--- config.mk ---
export PLATFORM = sky130hd
export DESIGN_NAME = tap_sequencer_flat
export DESIGN_NICKNAME = d
export VERILOG_FILES = /design/src/rtl/tap_pkg.sv /design/src/rtl/tap_sequencer_if.sv /design/src/rtl/tap_state_mirror.sv /design/src/rtl/tap_sequencer.sv /design/src/flat_wrapper.sv
export SDC_FILE = /design/constraint.sdc
export NUM_CORES = 1
export LEC_CHECK = 0
export CORE_MARGIN = 8
export CORE_UTILIZATION = 50
export DETAILED_ROUTE_END_ITERATION = 8
export GPL_ROUTABILITY_DRIVEN = 0
export HOLD_SLACK_MARGIN = 0.15
export MAX_ROUTING_LAYER = met4
export PLACE_DENSITY = 0.86
export RECOVER_POWER = 100
export SYNTH_ARGS = -nofsm -noshare
export SYNTH_HDL_FRONTEND = slang
export SYNTH_SLANG_ARGS = --single-unit
export TNS_END_PERCENT = 30
--- constraint.sdc ---
create_clock -name clk -period 2.68 [get_ports clk]
set_input_delay 0.268 -clock clk [delete_from_list [all_inputs] [get_ports clk]]
set_output_delay 0.268 -clock clk [all_outputs]
set_load 0.1 [all_outputs]
--- src/rtl/tap_pkg.sv ---
`default_nettype none
// ============================================================================
//  Module   : tap_pkg
//  Purpose  : Shared TAP state encodings, command opcodes, sequencer FSM
//             states and the IEEE 1149.1 next-state function.
//  Revision : 1.0  initial release
// ============================================================================
package tap_pkg;

   // 16-state TAP controller encoding shared with the state mirror
   localparam logic [3:0] c_TAP_TLR      = 4'h0;
   localparam logic [3:0] c_TAP_RTI      = 4'h1;
   localparam logic [3:0] c_TAP_SEL_DR   = 4'h2;
   localparam logic [3:0] c_TAP_CAP_DR   = 4'h3;
   localparam logic [3:0] c_TAP_SHIFT_DR = 4'h4;
   localparam logic [3:0] c_TAP_EX1_DR   = 4'h5;
   localparam logic [3:0] c_TAP_PAUSE_DR = 4'h6;
   localparam logic [3:0] c_TAP_EX2_DR   = 4'h7;
   localparam logic [3:0] c_TAP_UPD_DR   = 4'h8;
   localparam logic [3:0] c_TAP_SEL_IR   = 4'h9;
   localparam logic [3:0] c_TAP_CAP_IR   = 4'hA;
   localparam logic [3:0] c_TAP_SHIFT_IR = 4'hB;
   localparam logic [3:0] c_TAP_EX1_IR   = 4'hC;
   localparam logic [3:0] c_TAP_PAUSE_IR = 4'hD;
   localparam logic [3:0] c_TAP_EX2_IR   = 4'hE;
   localparam logic [3:0] c_TAP_UPD_IR   = 4'hF;

   // Command opcodes
   localparam logic [1:0] c_OP_RESET    = 2'b00;
   localparam logic [1:0] c_OP_SHIFT_IR = 2'b01;
   localparam logic [1:0] c_OP_SHIFT_DR = 2'b10;
   localparam logic [1:0] c_OP_IDLE     = 2'b11;

   // Sequencer phases; each value names the TCK interval being driven
   typedef enum logic [2:0] {
      ST_IDLE  = 3'd0,
      ST_PRE   = 3'd1,
      ST_SHIFT = 3'd2,
      ST_POST  = 3'd3,
      ST_WAIT  = 3'd4,
      ST_DONE  = 3'd5
   } fsm_t;

   // IEEE 1149.1 TAP controller transition on one TCK rising edge
   function automatic logic [3:0] tap_next(input logic [3:0] s, input logic t);
      logic [3:0] n;
      case (s)
         c_TAP_TLR:      n = t ? c_TAP_TLR    : c_TAP_RTI;
         c_TAP_RTI:      n = t ? c_TAP_SEL_DR : c_TAP_RTI;
         c_TAP_SEL_DR:   n = t ? c_TAP_SEL_IR : c_TAP_CAP_DR;
         c_TAP_CAP_DR:   n = t ? c_TAP_EX1_DR : c_TAP_SHIFT_DR;
         c_TAP_SHIFT_DR: n = t ? c_TAP_EX1_DR : c_TAP_SHIFT_DR;
         c_TAP_EX1_DR:   n = t ? c_TAP_UPD_DR : c_TAP_PAUSE_DR;
         c_TAP_PAUSE_DR: n = t ? c_TAP_EX2_DR : c_TAP_PAUSE_DR;
         c_TAP_EX2_DR:   n = t ? c_TAP_UPD_DR : c_TAP_SHIFT_DR;
         c_TAP_UPD_DR:   n = t ? c_TAP_SEL_DR : c_TAP_RTI;
         c_TAP_SEL_IR:   n = t ? c_TAP_TLR    : c_TAP_CAP_IR;
         c_TAP_CAP_IR:   n = t ? c_TAP_EX1_IR : c_TAP_SHIFT_IR;
         c_TAP_SHIFT_IR: n = t ? c_TAP_EX1_IR : c_TAP_SHIFT_IR;
         c_TAP_EX1_IR:   n = t ? c_TAP_UPD_IR : c_TAP_PAUSE_IR;
         c_TAP_PAUSE_IR: n = t ? c_TAP_EX2_IR : c_TAP_PAUSE_IR;
         c_TAP_EX2_IR:   n = t ? c_TAP_UPD_IR : c_TAP_SHIFT_IR;
         default:        n = t ? c_TAP_SEL_DR : c_TAP_RTI;
      endcase
      return n;
   endfunction

endpackage
`default_nettype wire

--- src/rtl/tap_sequencer_if.sv ---
`default_nettype none
// ============================================================================
//  Module   : tap_sequencer_if
//  Purpose  : Command/response bundle between a requester and tap_sequencer.
//  Revision : 1.0  initial release
// ============================================================================
interface tap_sequencer_if;
   logic        cmd_valid;
   logic        cmd_ready;
   logic [1:0]  cmd_op;
   logic [4:0]  cmd_len;
   logic [31:0] cmd_data;
   logic        rsp_valid;
   logic [31:0] rsp_data;

   modport master (
      output cmd_valid, cmd_op, cmd_len, cmd_data,
      input  cmd_ready, rsp_valid, rsp_data
   );

   modport slave (
      input  cmd_valid, cmd_op, cmd_len, cmd_data,
      output cmd_ready, rsp_valid, rsp_data
   );
endinterface
`default_nettype wire

--- src/rtl/tap_state_mirror.sv ---
`default_nettype none
// ============================================================================
//  Module   : tap_state_mirror
//  Purpose  : Tracks the state of the driven TAP controller from the TMS
//             value currently presented to it.
//  Revision : 1.0  initial release
// ============================================================================
module tap_state_mirror
   import tap_pkg::*;
(
   input  wire logic       clk,
   input  wire logic       TRST_N,
   input  wire logic       i_tms,
   output logic [3:0]      o_tap_state
);

   logic [3:0] r_state;

   // Advance the mirror exactly as the target TAP does on each TCK edge
   always_ff @(posedge clk or negedge TRST_N) begin
      if (!TRST_N) r_state <= c_TAP_TLR;
      else         r_state <= tap_next(r_state, i_tms);
   end

   assign o_tap_state = r_state;

endmodule
`default_nettype wire

--- src/rtl/tap_sequencer.sv ---
`default_nettype none
// ============================================================================
//  Module   : tap_sequencer
//  Purpose  : Turns RESET / SHIFT_IR / SHIFT_DR / IDLE commands into
//             registered TMS/TDI sequences and captures TDO while shifting.
//  Revision : 1.0  initial release
// ============================================================================
module tap_sequencer
   import tap_pkg::*;
#(
   parameter int MAX_LEN = 32
) (
   input  wire logic          clk,
   input  wire logic          TRST_N,
   tap_sequencer_if.slave     bus,
   output logic               tms,
   output logic               tdi,
   input  wire logic          tdo,
   output logic [3:0]         tap_state
);

   localparam logic [4:0] c_LEN_MAX = 5'(MAX_LEN - 1);

   fsm_t        r_fsm, w_fsm_nxt;
   logic [1:0]  r_op;
   logic [4:0]  r_len, r_cnt, w_cnt_nxt, w_len_in;
   logic [31:0] r_data, r_cap, r_rsp_data;
   logic [4:0]  r_cap_idx;
   logic [5:0]  r_pre_bits, w_pre_bits_nxt, w_pre_bits_ld;
   logic [2:0]  r_pre_cnt, w_pre_cnt_nxt, w_pre_cnt_ld;
   logic        r_tms, r_tdi, r_ready, r_rsp_valid;
   logic        w_tms_nxt, w_tdi_nxt, w_accept, w_bad, w_is_shift, w_capture;
   logic [3:0]  w_tap_state;

   tap_state_mirror u_mirror (
      .clk         (clk),
      .TRST_N      (TRST_N),
      .i_tms       (r_tms),
      .o_tap_state (w_tap_state)
   );

   assign w_len_in   = (bus.cmd_len > c_LEN_MAX) ? c_LEN_MAX : bus.cmd_len;
   assign w_is_shift = (r_op == c_OP_SHIFT_IR) || (r_op == c_OP_SHIFT_DR);
   assign w_capture  = (w_tap_state == c_TAP_SHIFT_IR) || (w_tap_state == c_TAP_SHIFT_DR);

   // Entry TMS pattern (LSB first) for the offered op, with a leading 0 when leaving Test-Logic-Reset
   always_comb begin
      w_pre_bits_ld = 6'b000000;
      w_pre_cnt_ld  = 3'd0;
      case (bus.cmd_op)
         c_OP_RESET:    begin w_pre_bits_ld = 6'b011111; w_pre_cnt_ld = 3'd6; end
         c_OP_SHIFT_IR: begin w_pre_bits_ld = 6'b000011; w_pre_cnt_ld = 3'd4; end
         c_OP_SHIFT_DR: begin w_pre_bits_ld = 6'b000001; w_pre_cnt_ld = 3'd3; end
         default:       ;
      endcase
      if ((w_tap_state == c_TAP_TLR) && (bus.cmd_op != c_OP_RESET)) begin
         w_pre_bits_ld = {w_pre_bits_ld[4:0], 1'b0};
         w_pre_cnt_ld  = w_pre_cnt_ld + 3'd1;
      end
   end

   // Next phase and counters, then the TMS/TDI to present during that phase
   always_comb begin
      w_fsm_nxt      = r_fsm;
      w_cnt_nxt      = r_cnt;
      w_pre_bits_nxt = r_pre_bits;
      w_pre_cnt_nxt  = r_pre_cnt;
      w_accept       = 1'b0;
      w_bad          = 1'b0;
      case (r_fsm)
         ST_IDLE: begin
            if (bus.cmd_valid && r_ready) begin
               w_accept       = 1'b1;
               w_cnt_nxt      = 5'd0;
               w_pre_bits_nxt = w_pre_bits_ld;
               w_pre_cnt_nxt  = w_pre_cnt_ld;
               w_fsm_nxt      = (w_pre_cnt_ld != 3'd0) ? ST_PRE : ST_WAIT;
            end
         end
         ST_PRE: begin
            if (r_pre_cnt <= 3'd1) begin
               w_pre_cnt_nxt = 3'd0;
               w_cnt_nxt     = 5'd0;
               if (r_op == c_OP_RESET)     w_fsm_nxt = ST_DONE;
               else if (r_op == c_OP_IDLE) w_fsm_nxt = ST_WAIT;
               else                        w_fsm_nxt = ST_SHIFT;
            end else begin
               w_pre_bits_nxt = r_pre_bits >> 1;
               w_pre_cnt_nxt  = r_pre_cnt - 3'd1;
            end
         end
         ST_SHIFT: begin
            if (r_cnt == r_len) begin
               w_fsm_nxt = ST_POST;
               w_cnt_nxt = 5'd0;
            end else begin
               w_cnt_nxt = r_cnt + 5'd1;
            end
         end
         ST_POST: begin
            if (r_cnt == 5'd0) begin
               w_cnt_nxt = 5'd1;
            end else begin
               w_fsm_nxt = ST_DONE;
               w_cnt_nxt = 5'd0;
            end
         end
         ST_WAIT: begin
            if (r_cnt == r_len) begin
               w_fsm_nxt = ST_DONE;
               w_cnt_nxt = 5'd0;
            end else begin
               w_cnt_nxt = r_cnt + 5'd1;
            end
         end
         ST_DONE: w_fsm_nxt = ST_IDLE;
         default: begin
            w_fsm_nxt = ST_IDLE;
            w_bad     = 1'b1;
         end
      endcase

      w_tms_nxt = 1'b0;
      w_tdi_nxt = 1'b0;
      case (w_fsm_nxt)
         ST_PRE:   w_tms_nxt = w_pre_bits_nxt[0];
         ST_SHIFT: begin
            w_tms_nxt = (w_cnt_nxt == r_len);
            w_tdi_nxt = r_data[w_cnt_nxt];
         end
         ST_POST:  w_tms_nxt = (w_cnt_nxt == 5'd0);
         default:  ;
      endcase
      if (w_bad) w_tms_nxt = 1'b1;
   end

   // Phase register and its counters
   always_ff @(posedge clk or negedge TRST_N) begin
      if (!TRST_N) begin
         r_fsm      <= ST_IDLE;
         r_cnt      <= 5'd0;
         r_pre_bits <= 6'd0;
         r_pre_cnt  <= 3'd0;
      end else begin
         r_fsm      <= w_fsm_nxt;
         r_cnt      <= w_cnt_nxt;
         r_pre_bits <= w_pre_bits_nxt;
         r_pre_cnt  <= w_pre_cnt_nxt;
      end
   end

   // Registered pin and handshake outputs for the upcoming TCK interval
   always_ff @(posedge clk or negedge TRST_N) begin
      if (!TRST_N) begin
         r_tms       <= 1'b1;
         r_tdi       <= 1'b0;
         r_ready     <= 1'b0;
         r_rsp_valid <= 1'b0;
      end else begin
         r_tms       <= w_tms_nxt;
         r_tdi       <= w_tdi_nxt;
         r_ready     <= (w_fsm_nxt == ST_IDLE);
         r_rsp_valid <= (w_fsm_nxt == ST_DONE) && w_is_shift;
      end
   end

   // Command latch, TDO capture while the TAP sits in a Shift state, response hold
   always_ff @(posedge clk or negedge TRST_N) begin
      if (!TRST_N) begin
         r_op       <= c_OP_RESET;
         r_len      <= 5'd0;
         r_data     <= 32'd0;
         r_cap      <= 32'd0;
         r_cap_idx  <= 5'd0;
         r_rsp_data <= 32'd0;
      end else begin
         if (w_accept) begin
            r_op      <= bus.cmd_op;
            r_len     <= w_len_in;
            r_data    <= bus.cmd_data;
            r_cap     <= 32'd0;
            r_cap_idx <= 5'd0;
         end else if (w_capture) begin
            r_cap[r_cap_idx] <= tdo;
            r_cap_idx        <= r_cap_idx + 5'd1;
         end
         if ((w_fsm_nxt == ST_DONE) && w_is_shift) r_rsp_data <= r_cap;
      end
   end

   assign tms           = r_tms;
   assign tdi           = r_tdi;
   assign tap_state     = w_tap_state;
   assign bus.cmd_ready = r_ready;
   assign bus.rsp_valid = r_rsp_valid;
   assign bus.rsp_data  = r_rsp_data;

endmodule
`default_nettype wire
--- src/flat_wrapper.sv ---
// flat-port wrapper written by rule: the top's interface ports become plain ports
module tap_sequencer_flat import tap_pkg::*;
#(
   parameter int MAX_LEN = 32
)
  (clk, TRST_N, tms, tdi, tdo, tap_state, bus_cmd_valid, bus_cmd_op, bus_cmd_len, bus_cmd_data, bus_cmd_ready, bus_rsp_valid, bus_rsp_data);
  tap_sequencer_if bus_i ();
  input  wire logic clk;
  input  wire logic TRST_N;
  output logic tms;
  output logic tdi;
  input  wire logic tdo;
  output logic [3:0] tap_state;
  input wire logic [$bits(bus_i.cmd_valid)-1:0] bus_cmd_valid;
  input wire logic [$bits(bus_i.cmd_op)-1:0] bus_cmd_op;
  input wire logic [$bits(bus_i.cmd_len)-1:0] bus_cmd_len;
  input wire logic [$bits(bus_i.cmd_data)-1:0] bus_cmd_data;
  output wire logic [$bits(bus_i.cmd_ready)-1:0] bus_cmd_ready;
  output wire logic [$bits(bus_i.rsp_valid)-1:0] bus_rsp_valid;
  output wire logic [$bits(bus_i.rsp_data)-1:0] bus_rsp_data;
  assign bus_i.cmd_valid = bus_cmd_valid;
  assign bus_i.cmd_op = bus_cmd_op;
  assign bus_i.cmd_len = bus_cmd_len;
  assign bus_i.cmd_data = bus_cmd_data;
  assign bus_cmd_ready = bus_i.cmd_ready;
  assign bus_rsp_valid = bus_i.rsp_valid;
  assign bus_rsp_data = bus_i.rsp_data;
  tap_sequencer #(.MAX_LEN(MAX_LEN)) u_core (.clk(clk), .TRST_N(TRST_N), .bus(bus_i), .tms(tms), .tdi(tdi), .tdo(tdo), .tap_state(tap_state));
endmodule
# Yosys cells after proc, flatten, opt, wreduce, memory -nomap -nowiden
# Index checks and enable logic that the tools add are counted.
# totals
regBits	133
latch_bits	0
ramBits	0
mem_bits_ro	0
input_bits	43
out_inout_bits	40
word_cells	130
n_memories	0
# classes
addsub	4
n_mul	0
div	0
magnitude_cmp	5
n_eq_ne	30
n_shift	0
muxes	52
bitwise	0
n_reduce_logical	23
# ops
op	count
$mux 32	2
$pmux 4 s11	1
$mux 3	13
$bwmux 32	1
$mux 5	6
$eq 4x4->1 const B	6
$pmux 5 s4	1
$mux 6	3
$eq 4x3->1 const B	4
$mux 4	4
$pmux 3 s5	1
$pmux 5 s3	1
$eq 3x2->1 const B	4
$lt 5x6->1 const B	2
$pmux 6 s2	1
$add 5x1->5 const B	2
$eq 5x5->1	2
$logic_not 5->1	2
$mux 1	10
$eq 3x3->1 const B	3
$pmux 3 s3	1
$eq 4x2->1 const B	2
$eq 2x2->1 const B	3
$eq 3x1->1 const B	2
other kinds (24)	37

# Longest topological paths before layout
# depth
depth_word	11
ltp_mapped	13
mapped_depth_nobuf	11

# Cells and area by module
# From an unflattened synthesis, not the netlist that was laid out.
# hier_totals
cells_unflattened	681
hier_area_um2	6459.9
# by_module_without_submodules
mod	n_inst	cells_per_inst	area_each_um2	seq_area_each_um2
tap_sequencer	1	644	6159.7	3229.3
tap_state_mirror	1	37	300.3	100.1

# Worst setup path after synthesis
# No wires, ideal clock.
# synth_timing
path_kind	register to register
startpoint	register u_core.u_mirror.r_state[1], in the netlist u_core.u_mirror.o_tap_state[1]
endpoint	register u_core.r_cap[31]
setup_ns	0.136
arrival_ns	2.692
slack_ns	-0.148
path_stages_with_launch	10
n_path_buf	3
period_less_slack_ns	2.828
path_cell_list	dfrtp_1 -> clkbuf_1 -> nand3_1 -> o22ai_1 -> and2_1 -> clkbuf_1 -> clkbuf_1 -> nand2_1 -> nand2_1 -> a21oi_1
# synth_between
elab_chain_len	3
word_cells_on_any_way	4
cone_classes	2 x eq/ne; 2 x reduce/logical
# synth_lines
element	line	rtl
from (decl)	tap_state_mirror.sv:17	logic [3:0] r_state;
from (signal assigned)	tap_state_mirror.sv:21	if (!TRST_N) r_state <= c_TAP_TLR;
from (signal assigned)	tap_state_mirror.sv:22	else r_state <= tap_next(r_state, i_tms);
$eq 4x4->1 / $eq 4x3->1 (equally long branches)	tap_sequencer.sv:44	assign w_capture = (w_tap_state == c_TAP_SHIFT_IR) || (w_tap_state == c_TAP_SHIFT_DR);
$logic_or 1x1->1 (*)	tap_sequencer.sv:44	
$reduce_bool 2->1 (no line) (*)	-	
to (signal, indexed assignment)	tap_sequencer.sv:184	r_cap[r_cap_idx] <= tdo;
to (decl)	tap_sequencer.sv:27	logic [31:0] r_data, r_cap, r_rsp_data;
# Every way passes the cells marked *; elsewhere a longest branch is shown, timed or not.
# A chain may end at the register's enable or synchronous reset.

# Final worst setup path
# layout_timing
startpoint	register u_core.r_pre_cnt[0]
endpoint	register u_core.r_tdi, in the netlist u_core.tdi
# layout_between
elab_chain_len	6
word_cells_on_any_way	9
cone_classes	1 x order compare; 1 x eq/ne; 7 x mux
# layout_lines
element	line	rtl
from (decl)	tap_sequencer.sv:30	logic [2:0] r_pre_cnt, w_pre_cnt_nxt, w_pre_cnt_ld;
from (signal assigned)	tap_sequencer.sv:148	r_pre_cnt <= w_pre_cnt_nxt;
$le 3x1->1 (*)	tap_sequencer.sv:81	if (r_pre_cnt <= 3'd1) begin
$mux 5	tap_sequencer.sv:81	
$pmux 5 s4	tap_sequencer.sv:70	case (r_fsm)
$bmux 1 s5	tap_sequencer.sv:129	w_tdi_nxt = r_data[w_cnt_nxt];
$mux 1 (implied by the code)	tap_sequencer.sv:129	
$mux 1 (*)	tap_sequencer.sv:125	case (w_fsm_nxt)
named net u_core.w_tdi_nxt	tap_sequencer.sv:32	logic w_tms_nxt, w_tdi_nxt, w_accept, w_bad, w_is_shift, w_capture;
to (signal assigned)	tap_sequencer.sv:161	r_tdi <= w_tdi_nxt;
to (decl)	tap_sequencer.sv:31	logic r_tms, r_tdi, r_ready, r_rsp_valid;
# The timed path passes the listed nets; every way through them passes the cells marked *. The select of a mux whose other input is x is not followed.

==> qor.yml <==
timing:
  slew_headroom_pct: 18.14
  setup_viol: 0
  fmax_ghz: 0.3999
  tightest_slew_ps: 1233
  drv_slew: 0
  hold_viol: 0
  fin_skew_ps: 4.874
  finalCriticalPeriod_ps: 2501
  fin_crit_sh_pct: 93.30
die:
  ios: 83
  core_mm2: 0.01257
  num_rows: 41
  die_area_mm2: 0.01667
  start_util_pct: 50.91
  fp.dieW_um: 129.1
  die-height_um: 129.1
setup_path:
  start_kind: "register"
  cp_common_cell: "mux2i_1"
  crit_slowest_cell: "dfrtp_2"
  critPathLaunch: "u_core.r_pre_cnt[0]$_DFFE_PN0P_"
  r2r_end: "u_core.tdi$_DFF_PN0_"
  ff2ff_path_depth: 11
  cp-end-kind: "register"
  r2r_slack_ps: 180
  crit_required_ps: 2970
  crit_chain: "ha_1 > o21bai_1 > a21boi_4 > o21a_4 > and3b_1 > buf_12 > inv_12 > mux2i_1 > mux2i_1 > a2111oi_2 > nor4_1"
  cp.arrival_ps: 2790
  cpPeakStageDelay_ps: 430
  rr_startpoint: "u_core.r_pre_cnt[0]$_DFFE_PN0P_"
  worstSetupPathType: "reg2reg"
  crit_fanout: 18
placed_design:
  numPortBuffers: 82
  detailed_place_hpwl_um: 10010
  dp_cells: 911
logic_synthesis:
  synth.most_common_cell: "nand2_1"
  synth_common_cells: "nand2_1 (212), dfrtp_1 (132), a21oi_1 (46), nand3_1 (46), clkbuf_1 (37)"
  syn_area_per_cell_um2: 9.396
  async_flop_share_pct: 100.0
  ys_types: 58
  synthesis.nets: 733
  yosysSeqAreaShare_pct: 52.03
  synth.top_cell.area_share_pct: 51.62
  synthFlopType: "dfrtp_1"
  synth_edf_count: 0
  yosys.area.top_type: "dfrtp_1"
  ys_seq_elements: 133
  synth.area.top_cells: "dfrtp_1 (52%), nand2_1 (12%), mux2_2 (5.6%)"
  syn_inst: 681
  syn_area_mm2: 0.006399
  yosys_warnings: 0
pwr:
  swShare_pct: 47.47
  vdd_drop_max_mv: 1.037
  cellLeakagePower_nw: 3.579
  p_seq_share_pct: 30.5
  internal_power_mw: 5.618
  p_per_area_mw_per_mm2: 1374
  combPwrFrac_pct: 48.7
  p_clk_share_pct: 20.8
  p_switching_mw: 5.076
routing:
  routed_via_density: 5.321
  drc_errors: 0
  wire_per_inst_um: 15.76
  vias: 5034
  drtPass1Iterations: 6
  drtAntennaViolNets: 0
  drt_iter0_markers: 332
  routed_wl_um: 14910
clock_tree:
  path_clk_slew_ps: 50
  cts_inserted_buffers: 17
  cts.sinks: 133
  cts-root-buf: "clkbuf_16"
  clkLatencyLatePin_ps: 420
  cts_tree: "done"
  htreeDepth: 4
  clockBufferDepth: 2
min_path:
  hold_start: "bus_cmd_data[28]"
  hp-class: "in2reg"
  whs_endpoint: "u_core.r_data[28]$_DFFE_PN0P_"
  hold_depth: 3
layout:
  antenna-diode-count: 0
  drive_above_1_share_pct: 14.34
  stdcell_count: 946
  final_nets: 813
  nFillCells: 1037
  syn_to_final_growth_pct: 21.61
  utilization_pct: 61.91
job:
  maxCapViolCount: 0
global_route:
  grt.overflow.total: 0
  grt_pass1_vias: 5024
  antenna_found_initial: 0
  grt_pass1_wl_um: 24230
  grt_max_degree: 50
  grt_use_total_pct: 19.08
status:
  status: "completed"
[worst max-delay path by stage]
stage	end	slack, ps	cells after the start
after CTS	u_core.tdi$_DFF_PN0_	30	11
after detailed placement	u_core.tdi$_DFF_PN0_	-50	11
after global routing	u_core.tdi$_DFF_PN0_	-1	11
after floorplan	u_core.tdi$_DFF_PN0_	-60	10
after global placement	u_core.tdi$_DFF_PN0_	110	11
final	u_core.tdi$_DFF_PN0_	180	11
[sequential cells by signal, summed over array words and instances (netlist names)]
register and cells:
u_core.r_cnt 5, u_core.bus.rsp_valid 1, u_core.tms 1, u_core.r_len 5
u_core.r_pre_bits 6, u_core.tdi 1, u_core.r_cap 32, u_core.r_pre_cnt 3
u_core.u_mirror.o_tap_state 4, u_core.bus.rsp_data 32, u_core.r_fsm 3, u_core.r_op 2
u_core.r_cap_idx 5, u_core.bus.cmd_ready 1, u_core.r_data 32
[cell families (layout without fill, tap and decap cells)]
kind of cell	count (synthesis)	after routing	synth area share (%)
DFF	133	133	52.03
AOI/OAI and AO/OA	104	104	11.01
and+or+nand+nor	310	310	20.84
muxes	41	41	7.040
buffers and inverters	67	160	4.986
adders and majority gates	9	9	1.760
xor gates and xnor gates	17	17	2.327
[placed cells by master, fill, tap and decap left out, drive strengths merged, types with 4 or more instances in the layout]
cell / netlist / layout
xor2: 6 / 6
a221o: 6 / 6
o21ai: 18 / 18
and2: 5 / 5
buf: 10 / 15
o22ai: 6 / 6
clkinv: 0 / 6
nor3b: 4 / 4
mux2: 32 / 32
mux2i: 9 / 9
nand3: 46 / 46
dfrtp: 132 / 132
clkdlybuf4s50: 0 / 41
nor2: 18 / 18
xnor2: 11 / 11
nand2: 212 / 212
a221oi: 8 / 8
ha: 9 / 9
inv: 19 / 19
clkbuf: 38 / 76
a21oi: 46 / 46
nor3: 5 / 5
nor4: 4 / 4
[per-stage QoR]
step           setup WS, ps  instance area (um2)  power [mW]  hold slack (ps)  setup TNS, ps
2_1_floorplan        -63.58                 6400       7.393           -27.59          -1477
3_3_place_gp          110.4                 7336       8.500            304.9              0
3_5_place_dp         -49.40                 7336       8.640            305.9         -49.40
4_1_cts               31.04                 7929       10.94            362.7              0
5_1_grt              -1.467                 7781       11.32            383.1         -1.467
6_report              179.5                 7781       10.69            375.5              0
[worst max-delay path: cells and delay by family (launching register included)]
family	cells	cell delay (ps)
AOI/OAI and AO/OA	4	900
DFF	1	430
muxes	2	320
and+or+nand+nor	2	280
buffers and inverters	2	250
adders and majority gates	1	190
[area by class of cell]
cell class | count | area, um2 | share of cell area [%]
tap | 172 | 215.2 | 2.766
timing repair buffer | 109 | 790.8 | 10.16
clock buffer | 24 | 511.7 | 6.577
multi-input combinational | 481 | 2778 | 35.70
clock inverter | 8 | 71.32 | 0.9165
sequential | 133 | 3331 | 42.80
inverter | 19 | 83.83 | 1.077
[what timing repair did]
| item | CTS | global route |
|---|---|---|
| setup endpoints to repair | 0 | 33 |
| resized for setup | 0 | 7 |
| hold buffers | 1 | 0 |
| buffers inserted | 0 | 1 |
| endpoints found under the hold margin | 41 | 0 |
[metal layers]
layer,global-route usage [%],part of all wire (%),up-vias
met1,21.10,42,2441
met2,32.38,52,116
met5,-,0,-
met3,5.382,4.8,17
met4,6.773,1.4,0
li1,-,-,2460
[power groups by stage]
stage	registers, mW	logic (mW)	clock network (mW)
final	3.26	5.21	2.23
after global placement	3.25	5.25	0
after global routing	3.34	5.62	2.36
after floorplan	4.83	2.56	0
after detailed placement	3.26	5.38	0
after CTS	3.26	5.42	2.27
Power figures use the tool's default switching activity.
